==> config.mk <==
export PLATFORM = sky130hd
export DESIGN_NAME = oven_timer_ctrl
export DESIGN_NICKNAME = d
export VERILOG_FILES = /design/src/rtl/oven_timer_ctrl.sv
export SDC_FILE = /design/constraint.sdc
export NUM_CORES = 1
export LEC_CHECK = 0
export BUFFER_PORTS_ARGS = -buffer_cell sky130_fd_sc_hd__clkbuf_2
export CAP_MARGIN = 20
export CORE_MARGIN = 3
export CORE_UTILIZATION = 25
export CTS_BUF_LIST = sky130_fd_sc_hd__clkbuf_8
export DETAILED_ROUTE_END_ITERATION = 12
export MAX_ROUTING_LAYER = met4
export PLACE_DENSITY = 0.39
export SLEW_MARGIN = 20
export SYNTH_ARGS = -nofsm -noshare
export SYNTH_HDL_FRONTEND = slang
export SYNTH_SLANG_ARGS = --single-unit
==> constraint.sdc <==
create_clock -name clk -period 4.75 [get_ports clk]
set_input_delay 1.1875 -clock clk [delete_from_list [all_inputs] [get_ports clk]]
set_output_delay 1.1875 -clock clk [all_outputs]
set_load 0.01 [all_outputs]
==> src/rtl/oven_timer_ctrl.sv <==
// ---------------------------------------------------------------------------
// oven_timer_ctrl
//   Cook-timer controller. The user types mm:ss digits from the switch bank
//   with the enter button, and the start button begins the countdown. The
//   time then counts down one second per tick_1hz, the heater is gated, the
//   door pauses the countdown, and a timed beep sounds at the end.
//
// Ports
//   clk, rst_n        system clock, asynchronous active-low reset
//   tick_1hz          one-clk pulse per second
//   digit_in[3:0]     BCD digit from the switches (values above 9 are ignored)
//   enter_btn         rising edge shifts digit_in into the display
//   start_btn         rising edge starts or resumes the countdown
//   cancel_btn        rising edge aborts from any state and clears the time
//   door_open         level, 1 = door open
//   sec_ones..min_tens BCD display digits (Hex0..Hex3)
//   heater_on         heater enable, only while running with the door closed
//   beep              alarm, held for BEEP_SECS ticks after the time expires
//   state[2:0]        FSM state for debug: IDLE=0 ENTRY=1 RUN=2 PAUSE=3 DONE=4
//
// No valid/ready handshakes: the buttons are edge-detected levels and
// tick_1hz is a single-cycle strobe that is acted on only in the cycle it is
// high.
// ---------------------------------------------------------------------------
module oven_timer_ctrl #(
  parameter int BEEP_SECS = 3
) (
  input  logic       clk,
  input  logic       rst_n,
  input  logic       tick_1hz,
  input  logic [3:0] digit_in,
  input  logic       enter_btn,
  input  logic       start_btn,
  input  logic       cancel_btn,
  input  logic       door_open,
  output logic [3:0] sec_ones,
  output logic [3:0] sec_tens,
  output logic [3:0] min_ones,
  output logic [3:0] min_tens,
  output logic       heater_on,
  output logic       beep,
  output logic [2:0] state
);

  localparam logic [2:0] IDLE  = 3'd0;
  localparam logic [2:0] ENTRY = 3'd1;
  localparam logic [2:0] RUN   = 3'd2;
  localparam logic [2:0] PAUSE = 3'd3;
  localparam logic [2:0] DONE  = 3'd4;

  localparam logic [3:0] BEEP_LAST = 4'(BEEP_SECS - 1);

  logic [2:0] stateReg, stateNext;
  logic [3:0] secOnesReg, secTensReg, minOnesReg, minTensReg;
  logic [3:0] secOnesNext, secTensNext, minOnesNext, minTensNext;
  logic [3:0] secOnesDec, secTensDec, minOnesDec, minTensDec;
  logic       beepReg, beepNext;
  logic [3:0] beepCnt, beepCntNext;
  logic       enterPrev, startPrev, cancelPrev;
  logic       enterRise, startRise, cancelRise;
  logic       timeIsZero, timeIsOne, digitOk, startOk;

  assign enterRise  = enter_btn  & ~enterPrev;
  assign startRise  = start_btn  & ~startPrev;
  assign cancelRise = cancel_btn & ~cancelPrev;

  assign timeIsZero = (minTensReg == 4'd0) && (minOnesReg == 4'd0) &&
                      (secTensReg == 4'd0) && (secOnesReg == 4'd0);
  assign timeIsOne  = (minTensReg == 4'd0) && (minOnesReg == 4'd0) &&
                      (secTensReg == 4'd0) && (secOnesReg == 4'd1);
  assign digitOk    = (digit_in <= 4'd9);
  // Entry accepts tens-of-seconds up to 9, so a bad seconds field is caught here.
  assign startOk    = !timeIsZero && (secTensReg <= 4'd5) && !door_open;

  // One-second BCD decrement with borrow. Never evaluated at 00:00 because
  // the 00:01 tick leaves RUN.
  always_comb begin
    secOnesDec = secOnesReg;
    secTensDec = secTensReg;
    minOnesDec = minOnesReg;
    minTensDec = minTensReg;
    if (secOnesReg != 4'd0) begin
      secOnesDec = secOnesReg - 4'd1;
    end else begin
      secOnesDec = 4'd9;
      if (secTensReg != 4'd0) begin
        secTensDec = secTensReg - 4'd1;
      end else begin
        secTensDec = 4'd5;
        if (minOnesReg != 4'd0) begin
          minOnesDec = minOnesReg - 4'd1;
        end else begin
          minOnesDec = 4'd9;
          minTensDec = minTensReg - 4'd1;
        end
      end
    end
  end

  // State register plus the datapath registers it owns.
  always_ff @(posedge clk or negedge rst_n) begin
    if (!rst_n) begin
      stateReg   <= IDLE;
      secOnesReg <= 4'd0;
      secTensReg <= 4'd0;
      minOnesReg <= 4'd0;
      minTensReg <= 4'd0;
      beepReg    <= 1'b0;
      beepCnt    <= 4'd0;
      // Held buttons must not look like a fresh press after reset release.
      enterPrev  <= 1'b1;
      startPrev  <= 1'b1;
      cancelPrev <= 1'b1;
    end else begin
      stateReg   <= stateNext;
      secOnesReg <= secOnesNext;
      secTensReg <= secTensNext;
      minOnesReg <= minOnesNext;
      minTensReg <= minTensNext;
      beepReg    <= beepNext;
      beepCnt    <= beepCntNext;
      enterPrev  <= enter_btn;
      startPrev  <= start_btn;
      cancelPrev <= cancel_btn;
    end
  end

  // Next-state and datapath update. Priority: cancel > door > start > enter > tick.
  always_comb begin
    stateNext   = stateReg;
    secOnesNext = secOnesReg;
    secTensNext = secTensReg;
    minOnesNext = minOnesReg;
    minTensNext = minTensReg;
    beepNext    = beepReg;
    beepCntNext = beepCnt;
    if (cancelRise) begin
      stateNext   = IDLE;
      secOnesNext = 4'd0;
      secTensNext = 4'd0;
      minOnesNext = 4'd0;
      minTensNext = 4'd0;
      beepNext    = 1'b0;
      beepCntNext = 4'd0;
    end else begin
      case (stateReg)
        IDLE, ENTRY: begin
          if ((stateReg == ENTRY) && startRise) begin
            // A start press takes precedence over enter even when refused.
            if (startOk) stateNext = RUN;
          end else if (enterRise && digitOk) begin
            minTensNext = minOnesReg;
            minOnesNext = secTensReg;
            secTensNext = secOnesReg;
            secOnesNext = digit_in;
            stateNext   = ENTRY;
          end
        end
        RUN: begin
          if (door_open) begin
            stateNext = PAUSE;
          end else if (tick_1hz) begin
            secOnesNext = secOnesDec;
            secTensNext = secTensDec;
            minOnesNext = minOnesDec;
            minTensNext = minTensDec;
            if (timeIsOne) begin
              stateNext   = DONE;
              beepNext    = 1'b1;
              beepCntNext = 4'd0;
            end
          end
        end
        PAUSE: begin
          if (startRise && !door_open) stateNext = RUN;
        end
        DONE: begin
          if (startRise || enterRise) begin
            stateNext   = IDLE;
            beepNext    = 1'b0;
            beepCntNext = 4'd0;
          end else if (tick_1hz) begin
            if (beepCnt == BEEP_LAST) begin
              stateNext   = IDLE;
              beepNext    = 1'b0;
              beepCntNext = 4'd0;
            end else begin
              beepCntNext = beepCnt + 4'd1;
            end
          end
        end
        default: begin
          stateNext   = IDLE;
          secOnesNext = 4'd0;
          secTensNext = 4'd0;
          minOnesNext = 4'd0;
          minTensNext = 4'd0;
          beepNext    = 1'b0;
          beepCntNext = 4'd0;
        end
      endcase
    end
  end

  // Outputs.
  always_comb begin
    state     = stateReg;
    sec_ones  = secOnesReg;
    sec_tens  = secTensReg;
    min_ones  = minOnesReg;
    min_tens  = minTensReg;
    beep      = beepReg;
    heater_on = (stateReg == RUN) & ~door_open;
  end

endmodule

==> results of run 1 <==
## cell type report
class	count	area [um^2]	share of cell area
Clock buffer	3	41.3	0.0180
Clock inverter	1	3.75	0.00163
Inverter	13	48.8	0.0212
Multi-Input combinational cell	168	1240	0.541
Sequential cell	27	679	0.295
Tap cell	102	128	0.0555
Timing Repair Buffer	31	155	0.0675
## per-stage QoR
stage	utilization	hold WS [ps]
2_1_floorplan	-	490
3_3_place_gp	0.286	528
3_5_place_dp	0.286	526
4_1_cts	0.292	542
5_1_grt	0.292	585
6_report	0.292	543
## path summary, 6_finish.rpt
kind,startpoint,to,slack (ps)
setup / recovery,state[1]$_DFFE_PN0P_,heater_on,1810
hold / removal,beepCnt[0]$_DFFE_PN0P_,beepCnt[0]$_DFFE_PN0P_,540
setup reg to reg,sec_tens[0]$_DFFE_PN0P_,beepCnt[2]$_DFFE_PN0P_,2530
hold reg to reg,beepCnt[0]$_DFFE_PN0P_,beepCnt[0]$_DFFE_PN0P_,540
max in group asynchronous,rst_n,min_tens[2]$_DFFE_PN0P_,3340
min in group asynchronous,rst_n,sec_ones[2]$_DFFE_PN0P_,950
## synth_stat cells, drive strengths merged, types with 2 or more instances
library cell,n,area share
a22o,2,0.0085
buf,10,0.043
dfstp,3,0.038
o211ai,2,0.0073
nor3,11,0.029
nand3,6,0.015
a31oi,2,0.0061
a211oi,2,0.0097
a22oi,5,0.018
nor3b,8,0.045
nor4,2,0.013
a221oi,3,0.019
or3,2,0.0085
and3,2,0.0061
dfrtp,24,0.29
nand2b,6,0.018
o21ai,12,0.029
nor2b,4,0.016
mux2,4,0.027
o41ai,3,0.013
nor2,20,0.044
nand4,3,0.0091
nand2,18,0.033
inv,13,0.024
mux2i,3,0.015
ha,9,0.055
a2111oi,2,0.0085
a32oi,2,0.0085
a21oi,12,0.035
o31ai,6,0.022
or2,2,0.0073
## state kept, by name, indices dropped and copies added, names as in the netlist
name / count
state: 3
sec_ones: 4
cancelPrev: 1
beep: 1
enterPrev: 1
beepCnt: 4
min_tens: 4
min_ones: 4
sec_tens: 4
startPrev: 1
## worst max-delay path, delay by kind of cell, from the launching register on
| kind | cells | cell delay, ps |
|---|---|---|
| buffers and inverters | 1 | 150 |
| flip-flops | 1 | 600 |
| AND/OR/NAND/NOR | 2 | 720 |
## placed cells by master (no fill, tap or decap), types with 3 or more instances in the layout
master and instances:
a21oi_1 11, a22oi_1 5, clkbuf_2 31, clkbuf_8 3
dfrtp_1 24, dfstp_2 3, ha_1 9, inv_1 14
mux2_4 3, mux2i_1 3, nand2_1 18, nand2b_1 6
nand3_1 6, nand4_1 3, nor2_1 19, nor2b_1 3
nor3_1 10, nor3b_1 4, o21ai_0 9, o21ai_1 3
o31ai_1 6, o41ai_1 3
## report_power, final
part	internal, mW	switching, mW	total [mW]
Clock	0.0583	0.0796	0.138
Combinational	0.360	0.437	0.797
Sequential	0.301	0.143	0.443
## layer usage
| metal | track usage | share of wire | up-vias | routed length (um) |
|---|---|---|---|---|
| li1 | - | - | 853 | - |
| met1 | 0.179 | 0.50 | 808 | 2730 |
| met2 | 0.190 | 0.46 | 31 | 2510 |
| met3 | 0.0267 | 0.032 | 7 | 176 |
| met4 | 0.0389 | 0.016 | 0 | 89 |
| met5 | - | 0 | - | 0 |
## cell families (layout without fill, tap and decap cells)
kind of cell             Yosys count  in the layout
AND/OR/NAND/NOR                   89             89
AO/OA/AOI/OAI                     63             63
flip-flops                        27             27
buffers and inverters             24             48
adder cells (fa/ha/maj)            9              9
multiplexers                       7              7
==> reports/qor.csv, run 1 <==
stage,metric,value,unit
detailed_routing,drt pass-1 iters,4,
sta,Tcrit/Tclk final,0.619,
sta,Final Setup Violations,0,
detailed_routing,antenna-violating nets left,0,
detailed_routing,DR WL/cell,16.0,um
floorplan,Die ar.,9380,um^2
synthesis,post-synthesis compound-gate area fraction,0.241,
detailed_routing,via count,1699,
clocking,# clock sinks,27,
grt,GRT Total Usage,0.130,
final_layout,post-route cell area,2300,um^2
synthesis,largest family of logic cells by synthesized area,simple AND/OR/NAND/NOR gates,
grt,initial antenna violation count,0,
clocking,CTS tree,built,
final_layout,n_diodes,0,
synthesis,Post-Synth XOR/XNOR Area,0,
clocking,post-cts resize count,0,
clocking,worst skew pair latency,280,ps
sta,Final TNS setup,0,ps
critical_path,startpoint types,flop,
floorplan,Die Ht,96.9,um
sta,final hold violations,0,
sta,Peak Freq,340,MHz
floorplan,core area,7890,um^2
synthesis,ys flop type,dfrtp_1,
synthesis,number of synthesized flops with an enable pin,0,
grt,first-pass GRT wire length,9590,um
job,Maximum Capacitance Violations,0,
sta,RSZ-0062 raised after global routing,no,
floorplan,# rows,32,
detailed_routing,total wire length,5510,um
synthesis,Mapped Nets,239,
synthesis,sequential element share of the synthesized area,0.329,
grt,vias in the first global route,1745,
placed_design,Post-DP Area,2250,um^2
final_layout,post-route insts no fill,345,
sta,max_slew headroom,0.375,
min_path,WHS Path Cells,1,
synthesis,Synth Instances,219,
grt,largest net degree at the start of global routing,28,
final_layout,FILL cells,853,
sta,worst setup margin,1810,ps
clocking,CTS buffer count,3,
floorplan,Die W,96.9,um
critical_path,worst-path fanout max,14,
synthesis,post-synthesis mux area share,0.0418,
detailed_routing,Post-route DRC,0,
synthesis,Synth Area in Adders,0.0545,
critical_path,crit-path cells,"or3b_1, nor2_1, clkbuf_2",
synthesis,Post-Synth Simple-Gate Area,0.265,
sta,Max Slew Vio Count,0,
placed_design,Placed Cells,341,
placed_design,pre-CTS setup slack,1610,ps
placed_design,port bufs,31,
floorplan,Starting Density,0.262,
clocking,hold_buf cts,0,
synthesis,synth warn,0,
critical_path,Slowest Stage Delay on Critical Path,600,ps
placed_design,global placement routability congestion,0.827,
clocking,Clock transition at path regs,100,ps
sta,Tmin final,2940,ps
sta,worst slew pin tran,934,ps
power_and_ir_drop,LEAKAGE,0.992,nW
detailed_routing,DR iter-0 viols,69,
floorplan,IO Count,32,
min_path,worst min path class,flop to flop,
critical_path,CP max-delay cell,dfrtp_1,
clocking,Root Buffer,clkbuf_8,
final_layout,layout cells sized above 1,0.247,
critical_path,Worst Path Arrival,1750,ps
clocking,Max clock buf depth,2,
power_and_ir_drop,total power,1.38,mW
critical_path,CP Data Required Time,3560,ps
synthesis,synth unique cells,63,
placed_design,DP HPWL,4130,um
critical_path,Setup Crit Path Kind,flop to output pin,
synthesis,Synth Register Bits,27,
synthesis,Post-Syn Area,2060,um^2
critical_path,Critical Path End Type,output pin,
sta,Clock Skew,4.32,ps
clocking,H-tree depth,1,
synthesis,ys async rst share,1.00,
final_layout,area grow syn2layout,11.4,%
detailed_routing,Avg Vias per Cell,4.92,
final_layout,nets,264,
power_and_ir_drop,pwr/cell area,599,nW/um^2
critical_path,R2R cell count,7,
clocking,Post-CTS Setup Bufs,0,
grt,GRT overflow,0,
synthesis,Syn Area/Cell,9.43,um^2
power_and_ir_drop,maximum vdd drop,0.201,mV
run_status,outcome,finished clean,
Power figures use the tool's default switching activity.
==> run 2, diff against run 1 <==
--- a/config.mk
+++ b/config.mk
@@ -5,6 +5,7 @@
 export SDC_FILE = /design/constraint.sdc
 export NUM_CORES = 1
 export LEC_CHECK = 0
+export ABC_AREA = 1
 export BUFFER_PORTS_ARGS = -buffer_cell sky130_fd_sc_hd__clkbuf_2
 export CAP_MARGIN = 20
 export CORE_MARGIN = 3
@@ -12,7 +13,7 @@
 export CTS_BUF_LIST = sky130_fd_sc_hd__clkbuf_8
 export DETAILED_ROUTE_END_ITERATION = 12
 export MAX_ROUTING_LAYER = met4
-export PLACE_DENSITY = 0.39
+export PLACE_DENSITY = 0.4
 export SLEW_MARGIN = 20
 export SYNTH_ARGS = -nofsm -noshare
 export SYNTH_HDL_FRONTEND = slang
==> constraint.sdc (replaced) <==
create_clock -name clk -period 2.6 [get_ports clk]
set_input_delay 0.65 -clock clk [delete_from_list [all_inputs] [get_ports clk]]
set_output_delay 0.65 -clock clk [all_outputs]
set_load 0.01 [all_outputs]
==> run 2 against run 1 <==
Effect of this change: critical path depth up 1; sequential cell count unchanged; cell count up 19%; largest cell class unchanged.
==> reports/qor.csv, run 2 <==
stage,metric,value,unit,change
detailed_routing,antenna-violating nets left,0,,unchanged
floorplan,Die ar.,9140,um^2,was 9380 um^2
clocking,worst skew pair latency,280,ps,about the same
clocking,Root Buffer,clkbuf_8,,unchanged
power_and_ir_drop,LEAKAGE,1.20,nW,was 0.992 nW
grt,vias in the first global route,1824,,"was 1,745"
detailed_routing,total wire length,5410,um,was 5510 um
detailed_routing,Post-route DRC,0,,unchanged
critical_path,RR Endpoint,beep$_DFFE_PN0P_,,was beepCnt[2]$_DFFE_PN0P_
final_layout,"most common cell after layout, fill and taps aside",nand2_1,,was clkbuf_2
synthesis,ys async rst share,1.00,,unchanged
final_layout,post-route insts no fill,412,,was 345
synthesis,Syn Area/Cell,7.25,um^2,was 9.43 um^2
critical_path,R2R cell count,9,,was 7
detailed_routing,drt pass-1 iters,4,,unchanged
synthesis,number of synthesized flops with an enable pin,0,,unchanged
grt,first-pass GRT wire length,9170,um,was 9590 um
min_path,worst min path class,input pin to async pin,,was flop to flop
floorplan,# rows,32,,unchanged
detailed_routing,DR iter-0 viols,83,,was 69
clocking,Max clock buf depth,2,,unchanged
critical_path,crit-path cells,"nor2_2, nand2_4, nor2_1, clkbuf_2",,"was or3b_1, nor2_1, clkbuf_2"
critical_path,Worst R2R Setup Slack,690,ps,was 2530 ps
clocking,CTS buffer count,3,,unchanged
sta,final hold violations,0,,unchanged
clocking,post-cts resize count,0,,unchanged
floorplan,core area,7770,um^2,was 7890 um^2
grt,GRT Total Usage,0.130,,about the same
synthesis,Synth Register Bits,27,,unchanged
job,Maximum Capacitance Violations,0,,unchanged
placed_design,DP HPWL,4300,um,was 4130 um
floorplan,Starting Density,0.258,,was 0.262
synthesis,Synth Instances,277,,was 219
placed_design,global placement routability congestion,0.779,,was 0.827
sta,RSZ-0062 raised after global routing,no,,unchanged
synthesis,Yosys top cell area share,0.299,,was 0.291
final_layout,area grow syn2layout,15.2,%,was 11.4%
placed_design,Placed Cells,408,,was 341
floorplan,Die Ht,95.6,um,was 96.9 um
power_and_ir_drop,maximum vdd drop,0.356,mV,was 0.201 mV
critical_path,CP max-delay cell,dfrtp_1,,unchanged
clocking,hold_buf cts,0,,unchanged
final_layout,n_diodes,0,,unchanged
critical_path,CP Buf/Inv Count,1,,unchanged
grt,largest net degree at the start of global routing,28,,unchanged
synthesis,ys flop type,dfrtp_1,,unchanged
placed_design,port bufs,31,,unchanged
sta,max_slew headroom,0.521,,was 0.375
grt,initial antenna violation count,0,,unchanged
sta,Clock Skew,6.78,ps,was 4.32 ps
clocking,CTS tree,built,,unchanged
critical_path,Worst Path Arrival,1300,ps,was 1750 ps
synthesis,synth warn,0,,unchanged
clocking,Clock transition at path regs,110,ps,was 100 ps
synthesis,Mapped Nets,297,,was 239
synthesis,"area leader, netlist",dfrtp_1,,unchanged
synthesis,Synth area leaders,"dfrtp_1 (30%), nand2_1 (14%), inv_1 (6.5%)",,"was dfrtp_1 (29%), ha_1 (5.5%), dfstp_2 (3.8%)"
run_status,outcome,finished clean,,unchanged
sta,Peak Freq,512,MHz,
sta,Final TNS setup,0,ps,unchanged
critical_path,FF-to-FF Start,min_ones[0]$_DFFE_PN0P_,,was sec_tens[0]$_DFFE_PN0P_
grt,GRT overflow,0,,unchanged
sta,worst slew pin tran,718,ps,was 934 ps
detailed_routing,DR WL/cell,13.1,um,was 16.0 um
critical_path,CP Data Required Time,1950,ps,was 3560 ps
synthesis,Post-Syn Area,2010,um^2,was 2060 um^2
clocking,H-tree depth,1,,unchanged
clocking,# clock sinks,27,,unchanged
sta,final hold slack,396,ps,was 543 ps
detailed_routing,Avg Vias per Cell,4.46,,was 4.92
synthesis,synth unique cells,38,,was 63
final_layout,most frequent cells in the layout,"nand2_1 (76), inv_1 (35), clkbuf_2 (31)",,"was clkbuf_2 (31), dfrtp_1 (24), nor2_1 (19)"
detailed_routing,via count,1837,,"was 1,699"
synthesis,cell with the most instances after synthesis,nand2_1,,was dfrtp_1
critical_path,Setup Crit Path Kind,flop to output pin,,unchanged
final_layout,layout cells sized above 1,0.219,,was 0.247
clocking,Post-CTS Setup Bufs,0,,unchanged
sta,Final Setup Violations,0,,unchanged
critical_path,worst-path fanout max,7,,was 14
critical_path,Slowest Stage Delay on Critical Path,470,ps,was 600 ps
floorplan,IO Count,32,,unchanged
sta,Tmin final,1950,ps,
sta,Tcrit/Tclk final,0.751,,
sta,Max Slew Vio Count,0,,unchanged
critical_path,"CP delay by family, top",flip-flops,,was simple AND/OR/NAND/NOR gates
floorplan,Die W,95.6,um,was 96.9 um
critical_path,startpoint types,flop,,unchanged
synthesis,sequential element share of the synthesized area,0.339,,was 0.329
power_and_ir_drop,pwr/cell area,938,nW/um^2,was 599 nW/um^2
critical_path,Critical Path End Type,output pin,,unchanged
synthesis,Synth top cells by count,"nand2_1 (76), inv_1 (35), dfrtp_1 (24)",,"was dfrtp_1 (24), nor2_1 (19), nand2_1 (18)"
final_layout,nets,331,,was 264
[run 2: changes by cell type in the layout (fill, tap and decap cells not counted), sizes merged, moves of 4 or more]
cell    delta
o21ai     +17
nand2b     -6
inv       +27
nor2b      -4
nor3b      -5
nand2     +65
mux2       -4
nand3     +17
a22oi      -4
nor3       -9
o31ai      -5
nor2       +6
[run 2: logic make-up after synthesis]
logic type | synth area share
AOI/OAI and AO/OA | 0.145
xor gates and xnor gates | 0.0218
adders and majority gates | 0.0561
buffers and inverters | 0.0960
DFF | 0.339
and+or+nand+nor | 0.343
[run 2: per-stage QoR]
step / setup slack [ps] / util / power, mW / instance area (um^2)
after floorplan: 963 / - / 1.56 / 2010
after global placement: 577 / 0.292 / 1.95 / 2270
after detailed placement: 547 / 0.292 / 1.93 / 2270
after CTS: 607 / 0.298 / 2.21 / 2310
after global routing: 419 / 0.298 / 2.42 / 2310
final: 648 / 0.298 / 2.17 / 2310
[run 2: how the worst max path moves through the flow]
| stage | from | to | slack [ps] | cells after the start |
|---|---|---|---|---|
| 6_report | state[0]$_DFFE_PN0P_ | heater_on | 650 | 4 |
| 4_1_cts | state[0]$_DFFE_PN0P_ | heater_on | 610 | 4 |
| 3_3_place_gp | cancel_btn | min_tens[2]$_DFFE_PN0P_ | 580 | 10 |
| 2_1_floorplan | min_ones[0]$_DFFE_PN0P_ | beep$_DFFE_PN0P_ | 960 | 9 |
| 3_5_place_dp | cancel_btn | min_tens[1]$_DFFE_PN0P_ | 550 | 10 |
| 5_1_grt | min_ones[0]$_DFFE_PN0P_ | beep$_DFFE_PN0P_ | 420 | 9 |
[run 2: worst reg2reg max path, stage by stage (launching register included)]
cell	delay [ps]
dfrtp_1	390
inv_1	140
ha_1	230
nand3_1	220
nor2_1	220
nand3_1	150
nand2_1	120
nand2_2	120
o21ai_0	170
nand2_1	60
[run 2: final cells by class]
class	count	area, um^2
fillers	874	5460
inverters	41	154
repair buffers	33	170
well taps	102	128
flip-flops and latches	27	679
clock buffers	3	41.3
clock inverters	1	5.00
multi-input cells	205	1130
[run 2: metal layers]
| metal | global-route usage | wire (um) | part of all wire | vias up |
|---|---|---|---|---|
| met1 | 0.182 | 2770 | 0.51 | 838 |
| met4 | 0.0261 | 83 | 0.015 | 0 |
| met2 | 0.197 | 2400 | 0.44 | 34 |
| met5 | - | 0 | 0 | - |
| li1 | - | - | - | 957 |
| met3 | 0.0221 | 149 | 0.028 | 8 |
[run 2: report_power, final]
group	switching, mW	leakage [nW]	internal [mW]
combinational	0.761	0.824	0.438
sequential	0.165	0.351	0.545
clock	0.152	0.0255	0.108
==> run 3, diff against run 2 <==
--- a/config.mk
+++ b/config.mk
@@ -13,7 +13,7 @@
 export CTS_BUF_LIST = sky130_fd_sc_hd__clkbuf_8
 export DETAILED_ROUTE_END_ITERATION = 12
 export MAX_ROUTING_LAYER = met4
-export PLACE_DENSITY = 0.4
+export PLACE_DENSITY = 0.39
 export SLEW_MARGIN = 20
 export SYNTH_ARGS = -nofsm -noshare
 export SYNTH_HDL_FRONTEND = slang
==> constraint.sdc (replaced) <==
create_clock -name clk -period 1.8 [get_ports clk]
set_input_delay 0.45 -clock clk [delete_from_list [all_inputs] [get_ports clk]]
set_output_delay 0.45 -clock clk [all_outputs]
set_load 0.01 [all_outputs]
==> run 3 against run 2 <==
Effect of this change: total power grew 64%; core utilization grew 3.4 points; global-route usage grew 0.74 points; sequential cell count is the same; sequential share of layout area shrank 3.0 points; register-to-register slack lost 570 ps; critical path depth grew 6; non-clock buffer count grew 27; combinational power grew 83%; clock power grew 47%.
==> reports/qor.csv, run 3 (synthesis results as in run 2) <==
stage,metric,value,unit,change
critical_path,R2R cell count,10,,was 9
power_and_ir_drop,LEAKAGE,1.35,nW,was 1.20 nW
sta,Clock Skew,3.72,ps,was 6.78 ps
grt,first-pass GRT wire length,9530,um,was 9170 um
critical_path,startpoint types,flop,,unchanged
placed_design,DP HPWL,4570,um,was 4300 um
power_and_ir_drop,maximum vdd drop,0.576,mV,was 0.356 mV
power_and_ir_drop,Clock Power Share,0.108,,was 0.120
sta,Tmin final,1680,ps,
sta,Tcrit/Tclk final,0.934,,
sta,final hold violations,0,,unchanged
detailed_routing,antenna-violating nets left,0,,unchanged
grt,vias in the first global route,1936,,"was 1,824"
floorplan,core area,7770,um^2,unchanged
clocking,worst skew pair latency,290,ps,was 280 ps
power_and_ir_drop,pwr/cell area,1380,nW/um^2,was 938 nW/um^2
floorplan,Die Ht,95.6,um,unchanged
critical_path,Setup Crit Path Kind,flop to flop,,was flop to output pin
clocking,Max clock buf depth,2,,unchanged
grt,GRT Total Usage,0.138,,was 0.130
clocking,Root Buffer,clkbuf_8,,unchanged
clocking,hold_buf cts,0,,unchanged
detailed_routing,total wire length,5800,um,was 5410 um
detailed_routing,via count,1942,,"was 1,837"
final_layout,nets,359,,was 331
grt,largest net degree at the start of global routing,16,,was 28
final_layout,n_diodes,0,,unchanged
clocking,CTS buffer count,3,,unchanged
detailed_routing,drt pass-1 iters,5,,was 4
sta,worst setup margin,120,ps,was 648 ps
sta,worst slew pin tran,407,ps,was 718 ps
grt,initial antenna violation count,0,,unchanged
run_status,outcome,finished clean,,unchanged
detailed_routing,DR iter-0 viols,58,,was 83
placed_design,pre-CTS setup slack,-11.9,ps,was 547 ps
placed_design,global placement routability congestion,0.812,,was 0.779
final_layout,area grow syn2layout,28.4,%,was 15.2%
floorplan,Die W,95.6,um,unchanged
final_layout,most frequent cells in the layout,"nand2_1 (74), inv_1 (34), clkbuf_2 (30)",,"was nand2_1 (76), inv_1 (35), clkbuf_2 (31)"
floorplan,# rows,32,,unchanged
floorplan,Die ar.,9140,um^2,unchanged
final_layout,post-route insts no fill,440,,was 412
critical_path,worst-path fanout max,8,,was 7
floorplan,IO Count,32,,unchanged
grt,GRT overflow,0,,unchanged
final_layout,layout cells sized above 1,0.320,,was 0.219
sta,Max Slew Vio Count,0,,unchanged
critical_path,Worst Path Arrival,1910,ps,was 1300 ps
sta,RSZ-0062 raised after global routing,no,,unchanged
floorplan,Starting Density,0.258,,unchanged
power_and_ir_drop,Gate power share,0.618,,was 0.553
placed_design,port bufs,31,,unchanged
detailed_routing,Post-route DRC,0,,unchanged
clocking,# clock sinks,27,,unchanged
power_and_ir_drop,P_sw,1.68,mW,was 1.08 mW
critical_path,Critical Path End Type,flop,,was output pin
clocking,H-tree depth,1,,unchanged
detailed_routing,DR WL/cell,13.2,um,was 13.1 um
final_layout,"most common cell after layout, fill and taps aside",nand2_1,,unchanged
clocking,CTS tree,built,,unchanged
min_path,worst min path class,input pin to async pin,,unchanged
placed_design,Placed Cells,431,,was 408
power_and_ir_drop,total power,3.55,mW,was 2.17 mW
sta,Final Setup Violations,0,,unchanged
critical_path,CP Data Required Time,2030,ps,was 1950 ps
sta,Peak Freq,595,MHz,
job,Maximum Capacitance Violations,0,,unchanged
detailed_routing,Avg Vias per Cell,4.41,,was 4.46
clocking,Clock transition at path regs,110,ps,about the same
power_and_ir_drop,internal power,1.87,mW,was 1.09 mW
power_and_ir_drop,share of power burned in registers,0.274,,was 0.327
power_and_ir_drop,switch share,0.474,,was 0.497
sta,max_slew headroom,0.729,,was 0.521
run 3: cell count changes in the layout (fill, tap and decap cells not counted), moves of 3 or more:
cell     before  now
buf_4         2   28
nand3_1      21   18
nand3_2       2    5
nor2_1       22   18
nor2_2        1    4
run 3: metrics by stage:
stage | area (um^2) | setup TNS (ps) | utilization | hold slack (ps)
6_report | 2580 | 0 | 0.332 | 67.1
5_1_grt | 2580 | 0 | 0.332 | 80.0
4_1_cts | 2530 | -0.450 | 0.326 | 65.8
3_5_place_dp | 2450 | -37.7 | 0.316 | 399
3_3_place_gp | 2450 | -64.6 | 0.316 | 405
2_1_floorplan | 2010 | 0 | - | 154
run 3: cell type report:
cell class                      instances  area [um^2]
Fill cell                             889         5190
Timing Repair Buffer                   60          385
Sequential cell                        27          681
Clock inverter                          1         5.00
Tap cell                              102          128
Clock buffer                            3         41.3
Inverter                               41          154
Multi-Input combinational cell        206         1180
run 3: power groups by stage:
stage                     Combinational [mW]  Clock [mW]  Sequential (mW)
after floorplan                         1.19           0             1.06
after global placement                  2.08           0            0.994
after detailed placement                2.06           0            0.997
after CTS                               2.14       0.410            0.973
after global routing                    2.48       0.425             1.00
final                                   2.19       0.381            0.972
run 3: worst max-delay path, stage by stage (launching register included):
cell     delay (ps)
dfrtp_1         410
inv_1           110
ha_2            210
nand3_1         140
nor2_2          150
nand3_2         120
nand2_1         100
nand2_2         110
inv_2           100
nand3_2          80
nand2_1          90
run 3: timing repair:
item / CTS / global route
pin swaps: 0 / 4
buffers inserted: 3 / 2
endpoints found under the setup margin: 2 / 15
resized for setup: 3 / 13
cloned: 0 / 1
run 3: worst paths after layout:
path,startpoint,endpoint,slack [ps]
setup reg to reg,min_ones[1]$_DFFE_PN0P_,beep$_DFFE_PN0P_,120
hold reg to reg,beep$_DFFE_PN0P_,beep$_DFFE_PN0P_,500
max in group asynchronous,rst_n,enterPrev$_DFF_PN1_,1230
setup / recovery,min_ones[1]$_DFFE_PN0P_,beep$_DFFE_PN0P_,120
min in group clk,enter_btn,enterPrev$_DFF_PN1_,240
hold / removal,rst_n,min_ones[3]$_DFFE_PN0P_,70
run 3: metal layers:
layer / track usage / part of all wire / up-vias / wire, um
met4: 0.0308 / 0.0057 / 0 / 33
met1: 0.180 / 0.48 / 894 / 2800
li1: - / - / 1015 / -
met3: 0.0253 / 0.037 / 2 / 213
met2: 0.221 / 0.47 / 31 / 2760
met5: - / 0 / - / 0
